===== src/rtl/third_section_alu_pkg.sv =====
// Shared opcode definitions for the execute-stage ALU of the MIPS single-cycle datapath.
package third_section_pkg;

  typedef logic [3:0] alu_op_t;

  localparam alu_op_t ALU_AND = 4'b0000;
  localparam alu_op_t ALU_OR  = 4'b0001;
  localparam alu_op_t ALU_ADD = 4'b0010;
  localparam alu_op_t ALU_SLL = 4'b0011;
  localparam alu_op_t ALU_SRL = 4'b0100;
  localparam alu_op_t ALU_SUB = 4'b0110;
  localparam alu_op_t ALU_SLT = 4'b0111;
  localparam alu_op_t ALU_NOR = 4'b1100;

endpackage


===== src/rtl/third_section_alu_core.sv =====
// Combinational ALU datapath: (A, B, x) -> next result and its zero flag.
// Shift opcodes are generated only when ALU_SHIFT_EN is defined.
module third_section_alu_core
  import third_section_pkg::*;
#(
  parameter int WIDTH = 32
) (
  input  logic [WIDTH-1:0] A,
  input  logic [WIDTH-1:0] B,
  input  alu_op_t          x,
  output logic [WIDTH-1:0] c_next,
  output logic             zero_next
);

`ifdef ALU_SHIFT_EN
  localparam int SHW = $clog2(WIDTH);
  logic [SHW-1:0] shamt;
  // Only the low log2(WIDTH) bits of A set the shift distance.
  assign shamt = A[SHW-1:0];
`endif

  logic lt;
  assign lt = ($signed(A) < $signed(B));

  always_comb begin
    c_next = '0;
    unique case (x)
      ALU_AND: c_next = A & B;
      ALU_OR:  c_next = A | B;
      ALU_ADD: c_next = A + B;
      ALU_SUB: c_next = A - B;
      ALU_SLT: c_next = {{(WIDTH-1){1'b0}}, lt};
      ALU_NOR: c_next = ~(A | B);
`ifdef ALU_SHIFT_EN
      ALU_SLL: c_next = B << shamt;
      ALU_SRL: c_next = B >> shamt;
`endif
      default: c_next = '0;
    endcase
  end

  assign zero_next = (c_next == '0);

endmodule


===== src/rtl/third_section_alu.sv =====
// Execute-stage ALU with a one-cycle registered result C and zero flag (drives BEQ).
// Optional SLL/SRL opcodes are enabled by defining ALU_SHIFT_EN.
module third_section_alu
  import third_section_pkg::*;
#(
  parameter int WIDTH = 32
) (
  input  logic             clk,
  input  logic             rst_n,
  input  logic [WIDTH-1:0] A,
  input  logic [WIDTH-1:0] B,
  input  logic [3:0]       x,
  output logic             zero,
  output logic [WIDTH-1:0] C
);

  logic [WIDTH-1:0] c_next;
  logic             zero_next;

  third_section_alu_core #(.WIDTH(WIDTH)) u_core (
    .A         (A),
    .B         (B),
    .x         (alu_op_t'(x)),
    .c_next    (c_next),
    .zero_next (zero_next)
  );

  // Reset value keeps zero consistent with C == 0.
  always_ff @(posedge clk or negedge rst_n) begin
    if (!rst_n) begin
      C    <= '0;
      zero <= 1'b1;
    end else begin
      C    <= c_next;
      zero <= zero_next;
    end
  end

endmodule


===== config.mk =====
export PLATFORM = sky130hd
export DESIGN_NAME = third_section_alu
export DESIGN_NICKNAME = d
export VERILOG_FILES = /design/src/rtl/third_section_alu_pkg.sv /design/src/rtl/third_section_alu_core.sv /design/src/rtl/third_section_alu.sv
export SDC_FILE = /design/constraint.sdc
export NUM_CORES = 1
export LEC_CHECK = 0
export CORE_ASPECT_RATIO = 0.5
export CORE_MARGIN = 2
export CORE_UTILIZATION = 30
export DETAILED_ROUTE_END_ITERATION = 10
export GPL_TIMING_DRIVEN = 0
export REMOVE_ABC_BUFFERS = 1
export SYNTH_ARGS = -nofsm -noshare
export SYNTH_HDL_FRONTEND = slang
export SYNTH_HIERARCHICAL = 1
export SYNTH_SLANG_ARGS = --single-unit

===== constraint.sdc =====
create_clock -name clk -period 1.1 [get_ports clk]
set_clock_uncertainty 0.15 [all_clocks]
set_input_delay 0.11 -clock clk [delete_from_list [all_inputs] [get_ports clk]]
set_output_delay 0.11 -clock clk [all_outputs]
set_load 0.01 [all_outputs]

==> impl_metrics.tcl <==
set metrics [dict create \
    dieArea_um2 22400 \
    via_per_inst 5.96 \
    yosys.area_share.simple_pct 18.5 \
    min_period_over_period_pct 314 \
    synth_compound_area_share_pct 37.4 \
    num_rows 37 \
    drive_gt1_share_pct 44.8 \
    antenna_found_initial 0 \
    initial_core_util_pct 30.8 \
    avgSynthCellArea_um2 7.45 \
    cts_made_buffers 5 \
    yosys-top-cells-area "ha_1, dfrtp_1, a21oi_1, inv_1, nor2_1" \
    syn_area_um2 6360 \
    n_fill_cell 1891 \
    synth_top_family_by_area "compound AO/OA/AOI/OAI gates" \
    cts-root-buf "clkbuf_16" \
    fin_util_pct 50.5 \
    wl_mm 27.9 \
    synth-edff-count 0 \
    start_kind "primary input" \
    ys_ff_latch 33 \
    fin_setup_tns_ns -38.83 \
    finalPower_w 0.00866 \
    gp_congestion 0.940 \
    grt_max_degree 34 \
    area_growth_pct 64.2 \
    grt_pass1_wl_mm 42.7 \
    cp_data_arrival_time_ns 3.52 \
    synth-adder-area-share_pct 20.7 \
    worst_hold_slack_ns -0.241 \
    drv_cap 0 \
    worstPathMaxFanout 3 \
    ant_nets 0 \
    die_h_um 107 \
    cts-htree-levels 2 \
    final_hold_viol_count 32 \
    port-buffer-count 102 \
    path_clk_slew_ns 0.06 \
    drc 0 \
    yosys.cell_types.count 86 \
    drtIter0Drc 649 \
    powerDensity_nw_per_um2 830 \
    grt_pass1_vias 7985 \
    core_area_um2 20600 \
    p_leak_nw 4.49 \
    num_vias 7970 \
    hold_path.class "primary input to asynchronous set/reset pin" \
    crit_start "A[1]" \
    slew_headroom_pct 44.1 \
    cts_sinks 33 \
    ys_seq_area_share_pct 13.0 \
    post-place-ws_ns -4.16 \
    worst_pin_slew_ns 0.838 \
    multi_input_area_um2 6500 \
    dp_hpwl_mm 18.6 \
    fin_ws_ns -2.35 \
    async_reset_ff_share_pct 100 \
    ioPinCount 103 \
    slew_violations 0 \
    fin_nets 1238 \
    failed_checks "hold timing, setup timing" \
    synth_top_area_cell "ha_1" \
    synth-xor-area-share_pct 0.413 \
    antennaDiodeCount 0 \
    synth_mux_area_share_pct 0.512 \
    first_pass_iters 5 \
    rsz0062_at_grt "true" \
    netlist.area_leader.share_pct 20.1 \
    worstSetupEndpointType "flop" \
    register_area_um2 827 \
    wl_per_cell_um 20.9 \
    ys.flop_type "dfrtp_1" \
    overflow 0 \
    cts_tree "built" \
    clockBufferDepth 2 \
    yosys_warnings 6 \
    die_w_um 210 \
    critical_path_class "primary input to flop" \
    period_needed_ns 3.45 \
    grt_usage_pct 23.9 \
    vdd_drop_max_mv 0.479 \
    clock.fmax_mhz 290 \
    synth_cells 853 \
    required_ns 1.18 \
    setup_violations 34 \
    outcome "finished with violations" \
]
[metrics by stage]
stage / cell area, µm² / hold slack [ns] / cells
2_1_floorplan: 6130 / -0.336 / 801
3_3_place_gp: 7490 / 0.757 / 1176
3_5_place_dp: 7690 / 0.112 / 1190
4_1_cts: 9820 / -0.193 / 1310
5_1_grt: 10400 / -0.154 / 1338
6_report: 10400 / -0.241 / 1338
[report_power, final]
group	internal (W)	switching [W]	leakage, nW
combinational	0.00252	0.00302	3.99
sequential	0.00136	0.0000443	0.417
clock	0.00107	0.000635	0.0800
[layout by cell type (no fill, tap or decap), types with 7 or more instances in the layout]
cell type        Yosys  final
nand2_1             54     48
ha_1               102     69
o21ai_4              2      7
nor2_1              79     69
nor3_1              16     11
o21ai_0             34     19
a221oi_1            27     16
buf_8                0     13
o21bai_1            11      8
nand4_1              7      7
clkdlybuf4s50_1      0     24
inv_2                1     27
a21oi_2              2     17
a31oi_4              0      7
o211ai_1            13     13
ha_2                 0      9
nor2_4               0      8
nand2b_1            10      9
dfrtp_1             32     32
o22a_1               9      8
buf_6                1     45
buf_4                2    110
a21oi_4              0      9
a221oi_2             1      9
a22oi_1              9      9
buf_2               15     45
inv_1               97     62
nand3_1             15     12
dlygate4sd2_1        0     10
ha_4                 0     24
a31oi_1             18      9
a21o_1              15     15
o21ai_2              1     10
a21oi_1             73     49
[logic make-up (layout without fill, tap and decap cells)]
| kind of cell | Yosys count | after routing |
|---|---|---|
| AOI/OAI and AO/OA | 322 | 322 |
| muxes | 3 | 3 |
| xor gates and xnor gates | 3 | 3 |
| DFF | 33 | 33 |
| and+or+nand+nor | 238 | 239 |
| adders and majority gates | 104 | 104 |
| buffers and inverters | 150 | 361 |
[final cells by class]
cell class | count | area share (%)
Tap cell | 273 | 3.27
Multi-Input combinational cell | 671 | 62.3
Timing Repair Buffer | 255 | 21.1
Clock buffer | 5 | 1.20
Clock inverter | 3 | 0.444
Sequential cell | 33 | 7.93
Inverter | 98 | 3.81
[metal layers]
| layer | track usage [%] | routed length, µm |
|---|---|---|
| met1 | 30.4 | 11800 |
| met2 | 40.9 | 13200 |
| met3 | 3.66 | 2040 |
| met4 | 9.27 | 904 |
| met5 | 0 | 0 |
[critical path, cell delays in order]
cell and delay [ns]:
buf_8 0.09, inv_6 0.04, buf_6 0.11, fa_2 0.41, nor2_4 0.14, o311ai_4 0.14, a21oi_2 0.22, a31o_1 0.25
o21ai_4 0.12, a221oi_4 0.33, o21ai_4 0.12, or4_4 0.57, nor4_4 0.37, and4b_1 0.30, and4b_1 0.21
[state kept, by name (all words and copies together), names as in the netlist]
signal,flops
C,32
zero,1
[cell usage after synthesis, drive strengths merged (6+ instances only)]
cell type / n
o21ai: 42
dfrtp: 32
buf: 23
nand4: 7
o22ai: 11
nand2: 54
inv: 98
a22oi: 9
a211oi: 10
nor2b: 7
nor3: 16
o22a: 9
o221a: 6
nand2b: 10
o211ai: 15
nor4: 15
clkbuf: 29
o31ai: 12
a221o: 6
a31oi: 18
o21bai: 11
a21o: 15
nor2: 81
ha: 102
a21oi: 75
a221oi: 28
nand3: 15
[timing repair]
action,4_1_cts,5_1_grt
buffers inserted,112,28
pin swaps,116,53
gates cloned,1,0
endpoints found under the setup margin,66,34
gates resized for setup,595,83
hold endpoints to repair,32,32
[worst paths after layout]
check	endpoint	slack, ns	cells past startpoint
max	zero	-2.35	15
min	C[16]	-0.24	1
max in group asynchronous	C[17]	0.50	1
min in group clk	C[2]	0.06	2
No activity file was read; power rests on OpenSTA's default activity.
